$ cat src/rtl/rx_byte_fifo.sv
// rx_byte_fifo: byte FIFO behind a serial receiver. Valid frames (stop bit 1)
// are queued. Frames with a bad stop bit, and valid frames that arrive while
// the FIFO is full and not being drained, are dropped and counted. The error
// flags stay set until clr_err.
module rx_byte_fifo #(
  parameter int DEPTH = 8
) (
  input  logic                     clk,
  input  logic                     rstn,
  input  logic                     sir_saved,
  input  logic [8:0]               sir,
  output logic [7:0]               dout,
  output logic                     dout_valid,
  input  logic                     dout_ready,
  output logic [$clog2(DEPTH):0]   count,
  output logic                     full,
  output logic                     frame_err,
  output logic                     overflow,
  output logic [7:0]               drop_cnt,
  input  logic                     clr_err
);

  localparam int AW = (DEPTH > 1) ? $clog2(DEPTH) : 1;
  localparam int CW = $clog2(DEPTH) + 1;

  logic [7:0]    mem [DEPTH];
  logic [AW-1:0] wr_ptr;
  logic [AW-1:0] rd_ptr;

  logic frame_ok;
  logic frame_bad;
  logic pop;
  logic push;
  logic ovf_event;
  logic drop_event;

  // Status outputs come only from registered state, so no input reaches them combinationally.
  assign dout_valid = (count != '0);
  assign full       = (count == CW'(DEPTH));
  assign dout       = dout_valid ? mem[rd_ptr] : 8'h00;

  // Classify this cycle's frame and decide whether to push, pop or drop.
  always_comb begin
    // NOTE: every always_comb output gets a default first, so no path leaves
    // a signal unassigned and no latch can be inferred.
    frame_ok   = 1'b0;
    frame_bad  = 1'b0;
    pop        = 1'b0;
    push       = 1'b0;
    ovf_event  = 1'b0;
    drop_event = 1'b0;
    if (sir_saved) begin
      frame_ok  = sir[8];
      frame_bad = ~sir[8];
    end
    pop = dout_valid && dout_ready;
    if (frame_ok) begin
      // When the FIFO is full, a same-cycle pop frees the slot being written.
      if (!full || pop) push = 1'b1;
      else              ovf_event = 1'b1;
    end
    drop_event = ovf_event || frame_bad;
  end

  // Storage array. Only the pointers and count are reset.
  always_ff @(posedge clk) begin
    // NOTE: the data array has no reset. The reset count makes stale entries
    // unreachable, so clearing the array would be wasted logic.
    if (push) mem[wr_ptr] <= sir[7:0];
  end

  // Pointers and occupancy.
  always_ff @(posedge clk or negedge rstn) begin
    // NOTE: sequential state uses non-blocking assignments, so every register
    // samples its pre-edge inputs regardless of statement order.
    if (!rstn) begin
      wr_ptr <= '0;
      rd_ptr <= '0;
      count  <= '0;
    end else begin
      if (push) wr_ptr <= wr_ptr + AW'(1);
      if (pop)  rd_ptr <= rd_ptr + AW'(1);
      case ({push, pop})
        2'b10:   count <= count + CW'(1);
        2'b01:   count <= count - CW'(1);
        default: count <= count;
      endcase
    end
  end

  // Sticky error flags and saturating drop counter. A new error wins over clr_err.
  always_ff @(posedge clk or negedge rstn) begin
    if (!rstn) begin
      frame_err <= 1'b0;
      overflow  <= 1'b0;
      drop_cnt  <= 8'h00;
    end else if (clr_err) begin
      frame_err <= frame_bad;
      overflow  <= ovf_event;
      drop_cnt  <= drop_event ? 8'h01 : 8'h00;
    end else begin
      if (frame_bad) frame_err <= 1'b1;
      if (ovf_event) overflow  <= 1'b1;
      if (drop_event && drop_cnt != 8'hFF) drop_cnt <= drop_cnt + 8'h01;
    end
  end

endmodule

$ cat config.mk
export PLATFORM = sky130hd
export DESIGN_NAME = rx_byte_fifo
export DESIGN_NICKNAME = d
export VERILOG_FILES = /design/src/rtl/rx_byte_fifo.sv
export SDC_FILE = /design/constraint.sdc
export NUM_CORES = 1
export LEC_CHECK = 0
export BUFFER_PORTS_ARGS = -buffer_cell sky130_fd_sc_hd__buf_2
export CORE_ASPECT_RATIO = 0.75
export CORE_MARGIN = 5
export CORE_UTILIZATION = 46
export DETAILED_ROUTE_END_ITERATION = 12
export MAX_ROUTING_LAYER = met4
export PLACE_DENSITY = 0.61
export SLEW_MARGIN = 5
export SYNTH_ARGS = -nofsm -noshare
export SYNTH_HDL_FRONTEND = slang
export SYNTH_SLANG_ARGS = --single-unit
export TNS_END_PERCENT = 5
$ cat constraint.sdc
create_clock -name clk -period 2.6 [get_ports clk]
set_clock_uncertainty 0.2 [all_clocks]
set_input_delay 0.52 -clock clk [delete_from_list [all_inputs] [get_ports clk]]
set_output_delay 0.52 -clock clk [all_outputs]
set_load 0.02 [all_outputs]
[After elaboration in Yosys (flattened, before gate mapping)]
Memory sizes are Yosys's and may differ from the RTL's.
Index checks and enable logic that the tools add are counted.
Storage, ports and cells
  flip-flop bits (word level): 20
  memories kept: 1
  output and inout port bits: 24
  RAM bits: 64
  logic and storage cells: 44
  input port bits: 14
Memories
  mem: depth 8, bits a word 8, read ports 1, clocked after memory_dff 0, write ports 1, RTL line 26  | logic [7:0] mem [DEPTH];
Operators by class
  reduce and logical (&&, ||, !) cells: 10
  add/subtract/negate cells: 5
  bitwise operators: 1
  equality and inequality tests: 4
  muxes and demuxes: 17
Operators by type and width (number)
  $mux 8: 3
  $mux 1: 13
  $add 8x1->8 const B: 1
  $ne 8x8->1 const B: 1
  $pmux 4 s2: 1
  $reduce_bool 2->1: 4
  $add 3x1->3 const B: 2
  $add 4x1->4 const B: 1
  $eq 4x4->1 const B: 1
  $reduce_bool 4->1: 1
  $sub 4x1->4 const B: 1
  $eq 2x1->1 const B: 1
  $eq 2x2->1 const B: 1
  $logic_and 1x1->1: 2
  $logic_or 1x1->1: 2
  $logic_not 1->1: 1
  $not 1->1: 1

[Longest topological paths before layout]
Gate-level depths: netlist of the first run.
  depth after elaboration: 9
  mapped depth: 7
  mapped depth without buffers: 7

[Worst setup path before layout of the first run]
No wires, ideal clock.
  path kind: flip-flop to flip-flop
  start point: reg count[1]
  end point: reg count[3]
  arrival: 2.221 ns
  slack: 0.092 ns
  required time: 2.313 ns
  stages on the path, launching flop included: 8
  clock period less this slack: 2.508 ns
  library setup time: 0.087 ns
  buffers on the path: 0
  cell sequence: dfrtp_1 o41ai_2 nor2_1 ha_1 nand3_1 nand2_1 mux2_2 a22oi_1
Between the ends
  cells in the longest elaborated chain, start to end: 7
  elaborated cells between the ends (all ways): 13
  those cells by class: add/sub (2); eq/ne (3); mux (3); reduce/logical (5)
Ends and longest elaborated chain
  start, declared: RTL line 15  | output logic [$clog2(DEPTH):0] count,
  start signal, assigned: RTL line 84  | 2'b10: count <= count + CW'(1);
  start signal, assigned: RTL line 85  | 2'b01: count <= count - CW'(1);
  start signal, assigned: RTL line 86  | default: count <= count;
  $eq 4x4->1 or $reduce_bool 4->1 (tied branches): RTL line 39, 38
  $logic_not 1->1 or $logic_and 1x1->1 (tied branches): RTL line 59, 56
  $logic_or 1x1->1: RTL line 59  | if (!full || pop) push = 1'b1;
  $mux 1: RTL line 59
  $mux 1: RTL line 57  | if (frame_ok) begin
  $eq 2x1->1 or $eq 2x2->1 (tied branches): RTL line 83  | case ({push, pop})
  $pmux 4 s2 or $reduce_bool 2->1 (tied branches)
Several ways; a longest one is shown, not always the timed one.
A chain may end at the register's enable or synchronous reset.

[Worst setup path after layout of the first run]
  start point: reg rd_ptr[0]
  end point: out dout[5]
Between the ends
  cells in the longest elaborated chain, start to end: 2
Ends and longest elaborated chain
  start, declared: RTL line 28  | logic [AW-1:0] rd_ptr;
  start signal, assigned: RTL line 82  | if (pop) rd_ptr <= rd_ptr + AW'(1);
  $mem_v2 8x8
  $mux 8: RTL line 40  | assign dout = dout_valid ? mem[rd_ptr] : 8'h00;
  end, declared: RTL line 12  | output logic [7:0] dout,
No other way between the ends.

==> flow_summary.toml, run 1 <==
[critical_path]
crit_fanout = 7
crit_chain = "buf_12 > mux4_2 > mux2i_1 > nor2_1 > buf_2"
cp-endpoint = "dout[5]"
crit_cells = 5
crit_arrival_ns = 1.85
cp.required_ns = 1.88
r2r-start = "count[0]$_DFFE_PN0P_"
r2r_slack_ns = 0.23
crit_buf_inv = 2
rr_endpoint = "count[3]$_DFFE_PN0P_"
end_kind = "output port"
crit_type = "flip-flop to output port"
crit_family = "multiplexers"
crit_path_start = "rd_ptr[0]$_DFFE_PN0P_"
start_kind = "flip-flop"
cpPeakStageDelay_ns = 0.50
reg2regPathDepth = 7
crit_path_top_delay_cell = "mux4_2"

[floorplan]
io_pins = 38
fp-row-count = 28
die_height_um = 87.0
floorplan.initialDensity_pct = 46.6
die-area_um2 = 9810
die_w_um = 113
core_area_um2 = 7810

[sta]
setup_viol = 0
min_period_ns = 2.57
worst_slew_pin_slew_ns = 0.973
tns_ns = 0
max_freq_mhz = 389
timing.final.crit_share_pct = 98.9
grt_setup_unrepaired = "true"
fin_ws_ns = 0.0280
slew_viol_final = 0
final-hold-violation-count = 0
slew_headroom_pct = 34.9

[logic_synthesis]
synth_compound_area_share_pct = 5.12
synth-edff-count = 64
synth_top_family_by_area = "multiplexers"
synth_area_um2 = 3640
seq_area_frac_synth_pct = 66.6
synthFlopType = "edfxtp_1"
synth.area.top_cells = "edfxtp_1 (53%), dfrtp_1 (14%), mux4_2 (9.9%), mux2i_1 (2.8%), nor2_1 (2.0%)"
syn_area_per_cell_um2 = 15.9
synth-xor-area-share_pct = 1.20
ys_seq_elements = 84
synthSimpleGateAreaFrac_pct = 8.98
synthAdderAreaFrac_pct = 2.27
synth_top_area_share_pct = 52.8
synth.distinct_cells = 42
async_flop_share_pct = 23.8
synthCells = 229
post-synth-top-area-cell = "edfxtp_1"
synthMuxAreaShare_pct = 14.2
syn_nets = 249
yosys_warnings = 0

[global_route]
grt_pass1_vias = 2162
grt_max_degree = 21
track_usage_pct = 15.7
grt-ovfl-total = 0
antenna_found_initial = 0
grt_pass1_wl_um = 11300

[cells_and_area]
final_cells = 406
nets = 316
n_antenna_cell = 0
drive_above_1_share_pct = 35.2
layout_common_cells = "edfxtp_1 (64), buf_2 (36), buf_4 (23)"
final_common_cell = "edfxtp_1"
syn_to_final_growth_pct = 19.2
utilization_pct = 55.5

[clocking]
clk_latency_ns = 0.34
path_clk_slew_ns = 0.08
htree_levels = 3
cts_tree = "done"
clockRootBuffer = "clkbuf_8"
clock-sinks = 84
cts_buffers = 9
cts_buffer_depth = 2

[route]
drt_iter0_drc = 110
dr.pass1.iters = 4
wl_per_cell_um = 17.4
ant_nets = 0
vias = 2132
drc = 0
routed_wl_um = 7070
via_per_inst = 5.25

[placement]
port_buffers = 37
routabilityCongestion = 0.818
dp_cells = 387
hpwl_um = 4900
pre_cts_ws_ns = 0.226

[power]
seq_power_share_pct = 42.5
internal-power_mw = 2.75
power.switching_mw = 1.46
vdd_ir_drop_max_v = 0.000394
power.density_nw_per_um2 = 972
pwr-share-clk_pct = 18.6
sw_frac_of_total_pct = 34.7
cellLeakagePower_nw = 1.65
p_comb_share_pct = 38.9

[worst_hold_path]
hp-class = "input port to flip-flop"

[run]
maxCapViolations = 0

[status]
status = "complete, no violations"
-- timing repair --
item,in CTS,in global routing
gates cloned,0,1
resized for setup,0,2
setup buffers,1,0
setup endpoints to repair,2,9
hold buffers,1,0
endpoints found under the hold margin,20,0
-- worst min path at each step --
stage | startpoint | endpoint | slack (ns) | depth (start not counted)
floorplan | rstn | count[0]$_DFFE_PN0P_ | 0.02 | 0
global placement | frame_err$_DFFE_PN0P_ | frame_err$_DFFE_PN0P_ | 0.26 | 1
detailed placement | frame_err$_DFFE_PN0P_ | frame_err$_DFFE_PN0P_ | 0.26 | 1
CTS | sir[0] | mem[3][0]$_DFFE_PP_ | 0.22 | 1
global route | sir[2] | mem[2][2]$_DFFE_PP_ | 0.24 | 1
finish | sir[0] | mem[3][0]$_DFFE_PP_ | 0.24 | 1
-- synth_stat cells (all sizes together) (5+ instances only) --
| cell | count |
|---|---|
| a21oi | 10 |
| ha | 5 |
| nand3 | 7 |
| nor3 | 6 |
| mux2 | 5 |
| inv | 8 |
| mux2i | 10 |
| dfrtp | 20 |
| edfxtp | 64 |
| mux4 | 16 |
| nor2 | 20 |
| nand2 | 11 |
-- sequential cells by signal (all words and copies together), names as in the netlist --
signal and cells:
count 4, drop_cnt 8, frame_err 1, mem 64
overflow 1, rd_ptr 3, wr_ptr 3
-- routing by layer --
metal  share of wire (%)  GRT usage (%)  up-vias
met5                   0              -        -
met4                 1.1           4.80        0
met3                 3.8           4.03        7
met2                  48           24.6       42
met1                  47           20.4     1059
li1                    -              -     1024
-- final cells by class --
| class | count | area [µm²] |
|---|---|---|
| fillers | 645 | 3480 |
| repair buffers | 63 | 428 |
| multi-input cells | 130 | 1160 |
| clock inverters | 7 | 43.8 |
| flip-flops and latches | 84 | 2420 |
| inverters | 8 | 30.0 |
| well taps | 105 | 131 |
| clock buffers | 9 | 124 |
-- power by group through the flow --
stage	Clock, mW	Sequential [mW]	Combinational [mW]
after global routing	0.871	1.82	1.79
after CTS	0.808	1.78	1.62
after detailed placement	0	1.81	1.60
after global placement	0	1.81	1.58
after floorplan	0	1.80	1.06
final	0.785	1.79	1.64
-- kinds of logic after synthesis --
group | count (synthesis)
DFF | 84
and+or+nand+nor | 61
muxes | 31
AOI/OAI and AO/OA | 27
buffers and inverters | 15
adders and majority gates | 6
xor gates and xnor gates | 5
-- through the flow --
stage,total power [mW],hold slack [ns],cell area [µm²]
detailed placement,3.41,0.264,4120
floorplan,2.86,0.0244,3640
global placement,3.39,0.259,4120
finish,4.22,0.236,4340
global route,4.48,0.237,4340
CTS,4.21,0.225,4310
Power figures use the tool's default switching activity.
==> run 2, diff against run 1 <==
==> constraint.sdc (replaced) <==
create_clock -name clk -period 2.6 [get_ports clk]
set_clock_uncertainty 0.2 [all_clocks]
set_input_delay 0.52 -clock clk [delete_from_list [all_inputs] [get_ports clk]]
set_output_delay 0.52 -clock clk [all_outputs]
set_load 0.005 [all_outputs]
==> flow_summary.toml, run 2 (synthesis results as in run 1) <==
[power]
pwr-share-clk_pct = 23.2
seq_power_share_pct = 42.4
p_comb_share_pct = 34.4
cellLeakagePower_nw = 1.68
total_power_mw = 4.26
power.density_nw_per_um2 = 965
vdd_ir_drop_max_v = 0.000340
internal-power_mw = 2.96
power.switching_mw = 1.30
sw_frac_of_total_pct = 30.5

[clocking]
htree_levels = 3
cts_tree = "done"
cts_buffers = 9
clock-sinks = 84
path_clk_slew_ns = 0.08
cts_buffer_depth = 2
clk_latency_ns = 0.35
clockRootBuffer = "clkbuf_8"

[critical_path]
crit_type = "flip-flop to output port"
crit_arrival_ns = 1.85
end_kind = "output port"
cp.required_ns = 1.88
crit_fanout = 7
start_kind = "flip-flop"

[floorplan]
die_height_um = 87.0
die-area_um2 = 9810
fp-row-count = 28
floorplan.initialDensity_pct = 46.6
die_w_um = 113
io_pins = 38
core_area_um2 = 7810

[sta]
max_freq_mhz = 389
min_period_ns = 2.57
worst_slew_pin_slew_ns = 0.990
timing.final.crit_share_pct = 98.9
slew_headroom_pct = 33.7
grt_setup_unrepaired = "true"
holdWs_ns = 0.237
setup_viol = 0
tns_ns = 0
slew_viol_final = 0
final-hold-violation-count = 0

[cells_and_area]
largestRegisters = "mem x64, drop_cnt x8, count x4"
top_register = "mem"
nets = 319
syn_to_final_growth_pct = 21.3
layout_common_cells = "edfxtp_1 (64), buf_2 (37), buf_4 (24)"
final_common_cell = "edfxtp_1"
n_antenna_cell = 0
drive_above_1_share_pct = 36.2
utilization_pct = 56.5
largest_reg_flops = 64
fill_cells = 627

[global_route]
grt_pass1_wl_um = 11400
track_usage_pct = 15.9
antenna_found_initial = 0
grt_max_degree = 21
grt-ovfl-total = 0
grt_pass1_vias = 2137

[placement]
routabilityCongestion = 0.927
hpwl_um = 5040
port_buffers = 37

[route]
via_per_inst = 5.34
dr.pass1.iters = 4
routed_wl_um = 7210
ant_nets = 0
wl_per_cell_um = 17.6
drt_iter0_drc = 132
drc = 0
vias = 2186

[worst_hold_path]
hp-class = "input port to flip-flop"

[run]
maxCapViolations = 0

[status]
status = "complete, no violations"
-- run 2: cell types whose count changed in the layout (fill, tap and decap cells not counted), sizes merged --
cell	before	now
bufinv	0	2
inv	8	9
buf	61	64
clkinvlp	1	0
clkinv	6	4
-- run 2: final cells by class --
type | instances | area (µm²) | area share (%)
Timing Repair Buffer | 66 | 452 | 10.2
Sequential cell | 84 | 2420 | 55.0
Multi-Input combinational cell | 130 | 1160 | 26.3
Clock inverter | 7 | 90.1 | 2.04
Clock buffer | 9 | 124 | 2.81
Tap cell | 105 | 131 | 2.98
Inverter | 8 | 30.0 | 0.681
-- run 2: metrics by stage --
stage                     instance area [µm²]  cells  worst slack, ns
final                                    4410    409           0.0292
after global routing                     4410    409          -0.0599
after CTS                                4380    408         -0.00553
after detailed placement                 4130    388            0.228
after global placement                   4130    388            0.264
after floorplan                          3640    229            0.174
-- run 2: timing repair --
item                                    in CTS  in global routing
pin swaps                                    1                  1
gates cloned                                 0                  1
gates resized for setup                      0                  4
endpoints found under the setup margin       9                  9
hold buffers                                 1                  0
buffers inserted                             3                  0
hold endpoints to repair                    20                  0
-- run 2: power groups by stage --
| stage | combinational, mW | clock, mW | sequential [mW] |
|---|---|---|---|
| after floorplan | 0.916 | 0 | 1.76 |
| after global placement | 1.39 | 0 | 1.81 |
| after detailed placement | 1.41 | 0 | 1.81 |
| after CTS | 1.44 | 1.01 | 1.79 |
| after global routing | 1.62 | 1.07 | 1.83 |
| final | 1.47 | 0.988 | 1.80 |
-- run 2: path summary, 6_finish.rpt --
| kind | startpoint | endpoint | slack, ns | cells past startpoint |
|---|---|---|---|---|
| worst max-delay path | rd_ptr[0]$_DFFE_PN0P_ | dout[5] | 0.03 | 5 |
| worst min-delay path | clr_err | drop_cnt[3]$_DFFE_PN0P_ | 0.24 | 2 |
| worst max register to register | count[0]$_DFFE_PN0P_ | count[3]$_DFFE_PN0P_ | 0.20 | 7 |
| worst min register to register | frame_err$_DFFE_PN0P_ | frame_err$_DFFE_PN0P_ | 0.28 | 1 |
| max in group asynchronous | rstn | rd_ptr[0]$_DFFE_PN0P_ | 1.39 | 2 |
| min in group asynchronous | rstn | count[0]$_DFFE_PN0P_ | 0.47 | 2 |
-- run 2: routing by layer --
metal / GRT usage [%] / part of all wire [%] / vias to the layer above / wire [µm]
met3: 4.44 / 4.3 / 8 / 311
li1: - / - / 1028 / -
met1: 21.8 / 47 / 1108 / 3390
met5: - / 0 / - / 0
met4: 3.93 / 1.1 / 0 / 82
met2: 23.8 / 47 / 42 / 3420
-- run 2: critical path, stage by stage (launching register included) --
cell     delay [ns]
dfrtp_2        0.45
buf_12         0.16
mux4_2         0.51
mux2i_2        0.18
nor2_1         0.07
buf_2          0.12
==> run 3, diff against run 2 <==
--- a/config.mk
+++ b/config.mk
@@ -12,6 +12,7 @@
 export DETAILED_ROUTE_END_ITERATION = 12
 export MAX_ROUTING_LAYER = met4
 export PLACE_DENSITY = 0.61
+export RECOVER_POWER = 25
 export SLEW_MARGIN = 5
 export SYNTH_ARGS = -nofsm -noshare
 export SYNTH_HDL_FRONTEND = slang
==> flow_summary.toml, run 3 (synthesis results as in run 1) <==
[cells_and_area]
n_antenna_cell = 0
largestRegisters = "mem x64, drop_cnt x8, count x4"
drive_above_1_share_pct = 33.6
final_cells = 409
fill_cells = 634
syn_to_final_growth_pct = 21.0
largest_reg_flops = 64
final_common_cell = "edfxtp_1"
layout_common_cells = "edfxtp_1 (64), buf_2 (29), buf_4 (24)"
top_register = "mem"
nets = 319

[floorplan]
die_height_um = 87.0
io_pins = 38
core_area_um2 = 7810
die-area_um2 = 9810
fp-row-count = 28
floorplan.initialDensity_pct = 46.6
die_w_um = 113

[route]
drc = 0
via_per_inst = 5.35
routed_wl_um = 7210
drt_iter0_drc = 137
dr.pass1.iters = 4
wl_per_cell_um = 17.6
ant_nets = 0
vias = 2190

[global_route]
grt_pass1_vias = 2137
grt-ovfl-total = 0
grt_max_degree = 21
grt_pass1_wl_um = 11400
track_usage_pct = 15.9
antenna_found_initial = 0

[clocking]
cts_buffer_depth = 2
cts_tree = "done"
clockRootBuffer = "clkbuf_8"
cts_buffers = 9
clk_latency_ns = 0.35
htree_levels = 3
path_clk_slew_ns = 0.08
clock-sinks = 84

[sta]
tns_ns = 0
slew_headroom_pct = 33.7
min_period_ns = 2.57
final-hold-violation-count = 0
worst_slew_pin_slew_ns = 0.990
slew_viol_final = 0
grt_setup_unrepaired = "true"
setup_viol = 0
holdWs_ns = 0.237
timing.final.crit_share_pct = 98.9
max_freq_mhz = 389

[critical_path]
start_kind = "flip-flop"
crit_arrival_ns = 1.85
r2r_slack_ns = 0.20
end_kind = "output port"
crit_type = "flip-flop to output port"
cp.required_ns = 1.88
crit_fanout = 7

[placement]
hpwl_um = 5040
dp_cells = 388
port_buffers = 37
routabilityCongestion = 0.927

[power]
cellLeakagePower_nw = 1.66
power.density_nw_per_um2 = 967
vdd_ir_drop_max_v = 0.000340

[status]
status = "complete, no violations"

[worst_hold_path]
hp-class = "input port to flip-flop"

[run]
maxCapViolations = 0
[run 3: changes by cell type in the layout (fill, tap and decap cells not counted), sizes merged]
cell	change
buf	-8
clkbuf	+8
[run 3: path summary, 6_finish.rpt]
path                                        from                 endpoint  cells after the start
max reg2reg                 count[0]$_DFFE_PN0P_     count[3]$_DFFE_PN0P_                      7
max                        rd_ptr[0]$_DFFE_PN0P_                  dout[5]                      5
min reg2reg                frame_err$_DFFE_PN0P_    frame_err$_DFFE_PN0P_                      1
min in group asynchronous                   rstn     count[0]$_DFFE_PN0P_                      2
max in group asynchronous                   rstn    rd_ptr[0]$_DFFE_PN0P_                      2
min                                      clr_err  drop_cnt[3]$_DFFE_PN0P_                      2
[run 3: timing repair]
| item | 4_1_cts | 5_1_grt |
|---|---|---|
| gates resized for setup | 0 | 4 |
| setup endpoints to repair | 9 | 9 |
| pin swaps | 1 | 1 |
| hold buffers | 1 | 0 |
| gates cloned | 0 | 1 |
| hold endpoints to repair | 20 | 0 |
| setup buffers | 3 | 0 |
[run 3: cell type report]
type / count / area (µm²) / area share [%]
Sequential cell: 84 / 2420 / 55.1
Multi-Input combinational cell: 130 / 1160 / 26.4
Timing Repair Buffer: 66 / 442 / 10.0
Tap cell: 105 / 131 / 2.98
Clock buffer: 9 / 124 / 2.81
Clock inverter: 7 / 90.1 / 2.05
Inverter: 8 / 30.0 / 0.682
[run 3: power breakdown]
part	switching, mW	leakage (nW)	internal [mW]
sequential	0.189	0.829	1.62
clock	0.450	0.109	0.538
combinational	0.660	0.723	0.803
total	1.30	1.66	2.96
[run 3: per-stage QoR]
step           worst slack (ns)  total power [mW]  util, %  cell area (µm²)
3_3_place_gp              0.264              3.21     52.9             4130
4_1_cts                -0.00553              4.24     56.0             4380
6_report                 0.0292              4.26     56.3             4400
3_5_place_dp              0.228              3.23     52.9             4130
5_1_grt                 -0.0599              4.52     56.3             4400
2_1_floorplan             0.174              2.67        -             3640
[run 3: routing by layer]
metal,routed length [µm],GRT usage [%],up-vias
met5,0,-,-
met4,82,3.93,0
met3,311,4.44,8
met2,3420,23.8,44
met1,3400,21.8,1110
li1,-,-,1028
[run 3: worst max-delay path: stages (launching register included)]
cell     delay [ns]
dfrtp_2        0.45
buf_12         0.16
mux4_2         0.51
mux2i_2        0.18
nor2_1         0.07
buf_2          0.12
